--- src/rtl/wb_arb_pkg.sv ---
// Shared types and grant encodings for the two-master Wishbone arbiter.
package wb_arb_pkg;

    typedef enum logic [1:0] {
        ARB_IDLE,
        ARB_OWN_M0,
        ARB_OWN_M1
    } arb_state_e;

    localparam logic [1:0] GNT_NONE = 2'b00;
    localparam logic [1:0] GNT_M0   = 2'b01;
    localparam logic [1:0] GNT_M1   = 2'b10;

endpackage

--- src/rtl/wb_mem_arbiter_picker.sv ---
// Two-way round-robin picker: a lone requester always wins, and contention is
// resolved in favour of the master selected by ptr (0 = M0, 1 = M1).
module rr_picker_2
    import wb_arb_pkg::*;
(
    input  logic [1:0] req,
    input  logic       ptr,
    output logic [1:0] gnt
);

    always_comb begin
        gnt = GNT_NONE;
        case (req)
            2'b01:   gnt = GNT_M0;
            2'b10:   gnt = GNT_M1;
            2'b11:   gnt = ptr ? GNT_M1 : GNT_M0;
            default: gnt = GNT_NONE;
        endcase
    end

endmodule

--- src/rtl/wb_mem_arbiter.sv ---
// Shares one Wishbone slave port between instruction fetch (M0) and data (M1)
// with round-robin grant, whole-transaction hold, abort handling and a hung-slave timeout.
module wb_mem_arbiter
    import wb_arb_pkg::*;
#(
    parameter int ADDR_WIDTH     = 32,
    parameter int DATA_WIDTH     = 32,
    parameter int TIMEOUT_CYCLES = 1024
) (
    input  logic                  clk,
    input  logic                  rst_n,

    input  logic                  m0_cyc_i,
    input  logic                  m0_stb_i,
    input  logic                  m0_we_i,
    input  logic [ADDR_WIDTH-1:0] m0_addr_i,
    input  logic [DATA_WIDTH-1:0] m0_data_i,
    output logic [DATA_WIDTH-1:0] m0_data_o,
    output logic                  m0_ack_o,

    input  logic                  m1_cyc_i,
    input  logic                  m1_stb_i,
    input  logic                  m1_we_i,
    input  logic [ADDR_WIDTH-1:0] m1_addr_i,
    input  logic [DATA_WIDTH-1:0] m1_data_i,
    output logic [DATA_WIDTH-1:0] m1_data_o,
    output logic                  m1_ack_o,

    output logic                  s_cyc_o,
    output logic                  s_stb_o,
    output logic                  s_we_o,
    output logic [ADDR_WIDTH-1:0] s_addr_o,
    output logic [DATA_WIDTH-1:0] s_data_o,
    input  logic [DATA_WIDTH-1:0] s_data_i,
    input  logic                  s_ack_i,

    output logic [1:0]            grant_o,
    output logic                  timeout_o
);

    localparam int            CW    = (TIMEOUT_CYCLES > 0) ? $clog2(TIMEOUT_CYCLES + 1) : 1;
    localparam logic          TO_EN = (TIMEOUT_CYCLES > 0);
    localparam logic [CW-1:0] LIMIT = (TIMEOUT_CYCLES > 0) ? CW'(TIMEOUT_CYCLES - 1) : '0;

    arb_state_e      state;
    logic            ptr;
    logic [CW-1:0]   cnt;
    logic [1:0]      req;
    logic [1:0]      pick;

    logic            own_m0;
    logic            own_m1;
    logic            own;
    logic            sel_cyc;
    logic            sel_stb;
    logic            sel_we;
    logic [ADDR_WIDTH-1:0] sel_addr;
    logic [DATA_WIDTH-1:0] sel_data;
    logic            aborted;
    logic            acked;
    logic            expired;

    assign req = {m1_cyc_i & m1_stb_i, m0_cyc_i & m0_stb_i};

    rr_picker_2 u_picker (
        .req (req),
        .ptr (ptr),
        .gnt (pick)
    );

    always_comb begin
        own_m0   = (state == ARB_OWN_M0);
        own_m1   = (state == ARB_OWN_M1);
        own      = own_m0 | own_m1;
        sel_cyc  = own_m1 ? m1_cyc_i  : m0_cyc_i;
        sel_stb  = own_m1 ? m1_stb_i  : m0_stb_i;
        sel_we   = own_m1 ? m1_we_i   : m0_we_i;
        sel_addr = own_m1 ? m1_addr_i : m0_addr_i;
        sel_data = own_m1 ? m1_data_i : m0_data_i;
        // A dropped cyc takes precedence: any ack or expiry in that cycle is discarded.
        aborted  = own & ~sel_cyc;
        acked    = own & sel_cyc & s_ack_i;
        expired  = TO_EN & own & sel_cyc & ~s_ack_i & (cnt == LIMIT);
    end

    always_comb begin
        s_cyc_o   = own & sel_cyc & ~expired;
        s_stb_o   = own & sel_stb & ~expired;
        s_we_o    = own & sel_we;
        s_addr_o  = own ? sel_addr : '0;
        s_data_o  = own ? sel_data : '0;
        m0_ack_o  = own_m0 & (acked | expired);
        m1_ack_o  = own_m1 & (acked | expired);
        m0_data_o = (own_m0 & ~expired) ? s_data_i : '0;
        m1_data_o = (own_m1 & ~expired) ? s_data_i : '0;
        grant_o   = {own_m1, own_m0};
        timeout_o = expired;
    end

    always_ff @(posedge clk) begin
        if (!rst_n) begin
            state <= ARB_IDLE;
            ptr   <= 1'b0;
            cnt   <= '0;
        end else begin
            case (state)
                ARB_IDLE: begin
                    cnt <= '0;
                    if (pick == GNT_M0) begin
                        state <= ARB_OWN_M0;
                    end else if (pick == GNT_M1) begin
                        state <= ARB_OWN_M1;
                    end
                    if (req == 2'b11) begin
                        ptr <= (pick == GNT_M0);
                    end
                end
                default: begin
                    if (aborted | acked | expired) begin
                        state <= ARB_IDLE;
                    end else if (cnt != '1) begin
                        cnt <= cnt + CW'(1);
                    end
                end
            endcase
        end
    end

endmodule

--- config.mk ---
export PLATFORM = sky130hd
export DESIGN_NAME = wb_mem_arbiter
export DESIGN_NICKNAME = d
export VERILOG_FILES = /design/src/rtl/wb_arb_pkg.sv /design/src/rtl/wb_mem_arbiter_picker.sv /design/src/rtl/wb_mem_arbiter.sv
export SDC_FILE = /design/constraint.sdc
export NUM_CORES = 1
export LEC_CHECK = 0
export CORE_AREA = 2 2 118 120
export DETAILED_ROUTE_END_ITERATION = 12
export DIE_AREA = 0 0 120 122
export MAX_ROUTING_LAYER = met4
export PLACE_DENSITY_LB_ADDON = 0.3
export SLEW_MARGIN = 25
export SYNTH_ARGS = -nofsm -noshare
export SYNTH_HDL_FRONTEND = slang
export SYNTH_SLANG_ARGS = --single-unit
export TNS_END_PERCENT = 5
--- constraint.sdc ---
create_clock -name clk -period 2.6 [get_ports clk]
set_clock_uncertainty 0.1 [all_clocks]
set_input_delay 0.52 -clock clk [delete_from_list [all_inputs] [get_ports clk]]
set_output_delay 0.52 -clock clk [all_outputs]
set_load 0.02 [all_outputs]
==> results.py <==
metrics = {
    "detailed_routing": {
        "first_iter_violations": 127,
        "drt-vias-per-instance": 4.31,
        "drt_first_pass_iters": 4,
        "ant_nets": 0,
        "drt_wl_total_um": 13400,
        "drc": 0,
        "wl_per_cell_um": 16.1,
        "vias": 3591,
    },
    "worst_setup_path": {
        "critPathLaunchType": "flip-flop",
        "crit_path_end_kind": "output port",
        "reg2reg_depth": 9,
        "rr_endpoint": "cnt[4]$_SDFFE_PP0P_",
        "ff2ff_setup_slack_ps": 290,
        "path_class": "reg2out",
        "critical_path_required_ps": 1980,
        "critPathMaxFanout": 8,
        "critPathArrivalTime_ps": 1970,
        "reg2reg_from": "state[1]$_SDFFE_PN0P_",
    },
    "placed_design": {
        "place_congestion": 0.830,
        "io_buffers": 304,
        "dpl_cell_area_um2": 5970,
        "place_inst": 821,
        "dpl.hpwl_um": 10500,
    },
    "logic_synthesis": {
        "yosys.area.top_type_share_pct": 28.7,
        "syn_area_um2": 2470,
        "synth_fp_nets": 501,
        "ys_types": 37,
        "synthFlopType": "dfxtp_1",
        "syn_avg_cell_area_um2": 7.54,
        "synthTopCellsByArea": "mux2i_1, nor2b_1, and2_1, dfxtp_1, clkbuf_1",
        "postSynthCellCount": 328,
        "synth_edf_count": 0,
        "synth_top_cells_by_count": "mux2i_1, nor2b_1, and2_1",
        "synth_seq_area_share_pct": 11.3,
        "synth_async_sr_flop_share_pct": 0,
        "yosysMostFrequentCell": "mux2i_1",
        "synth_seq_cells": 14,
        "synth_top_cell_by_area": "mux2i_1",
        "yosys_warnings": 0,
    },
    "finish": {
        "finalNonFillerCells": 833,
        "syn2layout_area_growth_pct": 139,
        "drive_gt1_share_pct": 22.5,
        "stdcell_area_um2": 5920,
        "nets": 826,
        "utilization_pct": 43.8,
    },
    "power_and_ir_drop": {
        "internal_power_mw": 1.04,
        "power_density_nw_per_um2": 278,
        "pwr-share-clk_pct": 20.2,
        "pwr-share-seq_pct": 13.6,
        "vdd_drop_max_mv": 0.169,
        "switching_share_pct": 37.0,
        "pwr-share-comb_pct": 66.2,
        "p_leak_nw": 2.61,
        "p_switching_mw": 0.609,
    },
    "floorplan": {
        "num_rows": 43,
        "die_area_um2": 14600,
        "die_h_um": 122,
        "core-area_um2": 13500,
        "ios": 305,
        "initial_core_util_pct": 18.3,
        "die_w_um": 120,
    },
    "worst_hold_path": {
        "hp-start": "cnt[8]$_SDFFE_PP0P_",
        "min_path_type": "reg2reg",
        "holdPathStages": 2,
        "hold-path-endpoint": "cnt[8]$_SDFFE_PP0P_",
    },
    "sta": {
        "final-hold-violation-count": 0,
        "finalSetupViolations": 0,
        "finalSetupTns_ps": 0,
        "fin_crit_ps": 2590,
        "timing.final.crit_share_pct": 99.6,
        "max_freq_ghz": 0.386,
        "slew_headroom_pct": 57.2,
        "tightestPinTransition_ps": 637,
        "rsz0062_at_grt": "yes",
        "finalMaxSlewViolations": 0,
    },
    "grt": {
        "grt_max_degree": 72,
        "grt_use_total_pct": 16.9,
        "antenna_found_initial": 1,
        "grt_pass1_vias": 3597,
        "grt-ovfl-total": 0,
        "grt_pass1_wl_um": 19000,
    },
    "clock_tree": {
        "ctsHoldBuffers": 0,
        "clkLatencyLatePin_ps": 250,
        "cts.sinks": 14,
        "cts_buffers": 3,
        "clock_path_buffers": 2,
        "clkTransAtPathRegs_ps": 50,
        "cts_root_buffer": "clkbuf_16",
        "cts_tree": "built",
        "htree_levels": 1,
    },
    "job": {
        "cap_violations": 0,
    },
    "outcome": {
        "status": "complete, no violations",
    },
}
-- registers in the layout (all words and copies together), names as in the netlist --
register	flops
state	2
ptr	1
cnt	11
-- timing repair --
action | in CTS | in global routing
resized for setup | 325 | 64
cloned | 3 | 0
pin swaps | 7 | 8
buffers inserted | 3 | 2
setup endpoints to repair | 133 | 96
-- per-layer routing --
| metal | global-route usage (%) | up-vias | wire length (µm) |
|---|---|---|---|
| met2 | 30.9 | 182 | 6870 |
| met1 | 19.1 | 1625 | 5340 |
| met3 | 3.93 | 11 | 1090 |
| met4 | 2.35 | 0 | 149 |
| met5 | - | - | 0 |
| li1 | - | 1773 | - |
-- placed cells by master, fill, tap and decap left out, drive strengths merged, types with 7 or more instances in the layout --
master	count
and2	64
buf	110
clkdlybuf4s15	8
clkdlybuf4s50	167
dfxtp	14
dlygate4sd2	58
mux2i	71
nand2	11
nor2	7
nor2b	66
nor4	7
-- layout make-up --
cell class | instances | area (µm²)
Antenna cell | 1 | 2.50
Clock buffer | 4 | 88.8
Fill cell | 1367 | 7580
Inverter | 3 | 11.3
Multi-Input combinational cell | 285 | 2200
Sequential cell | 14 | 289
Tap cell | 180 | 225
Timing Repair Buffer | 346 | 3100
-- critical path: stages, from the launching register on --
cell,delay (ps)
dfxtp_2,330
inv_2,50
buf_6,110
ha_4,260
nor3b_4,260
a21boi_4,120
bufbuf_16,290
and2_1,150
buf_2,150
-- power groups by stage --
stage / clock network (mW) / logic, mW / registers [mW]
after detailed placement: 0 / 1.15 / 0.227
after floorplan: 0 / 0.496 / 0.226
final: 0.333 / 1.09 / 0.225
after CTS: 0.337 / 1.11 / 0.224
after global routing: 0.345 / 1.16 / 0.225
after global placement: 0 / 1.14 / 0.227
-- kinds of logic after synthesis --
logic type,after synthesis,synth area share (%)
simple gates,185,46.2
mux,71,28.7
buf+inv,29,5.01
compound gates,25,6.68
flops,14,11.3
fa+ha+maj,4,2.02
-- metrics by stage --
step / setup slack [ps] / hold WS [ps] / power [mW]
final: 11.6 / 375 / 1.65
after global routing: -80.6 / 416 / 1.73
after CTS: -95.3 / 373 / 1.67
after detailed placement: -531 / 367 / 1.37
after global placement: -523 / 355 / 1.36
after floorplan: 141 / 343 / 0.722
-- how the worst max path moves through the flow --
stage          cells after the start  slack (ps)             startpoint       endpoint
6_report                           8          10  state[0]$_SDFFE_PN0P_   m1_data_o[6]
2_1_floorplan                      7         140  state[0]$_SDFFE_PN0P_        s_stb_o
4_1_cts                            6        -100    cnt[4]$_SDFFE_PP0P_        s_cyc_o
3_5_place_dp                       7        -530               m1_cyc_i  m1_data_o[13]
5_1_grt                            8         -80  state[0]$_SDFFE_PN0P_   m1_data_o[5]
3_3_place_gp                       7        -520               m1_cyc_i  m0_data_o[11]
Note: power is estimated with default switching activity, not from simulation.
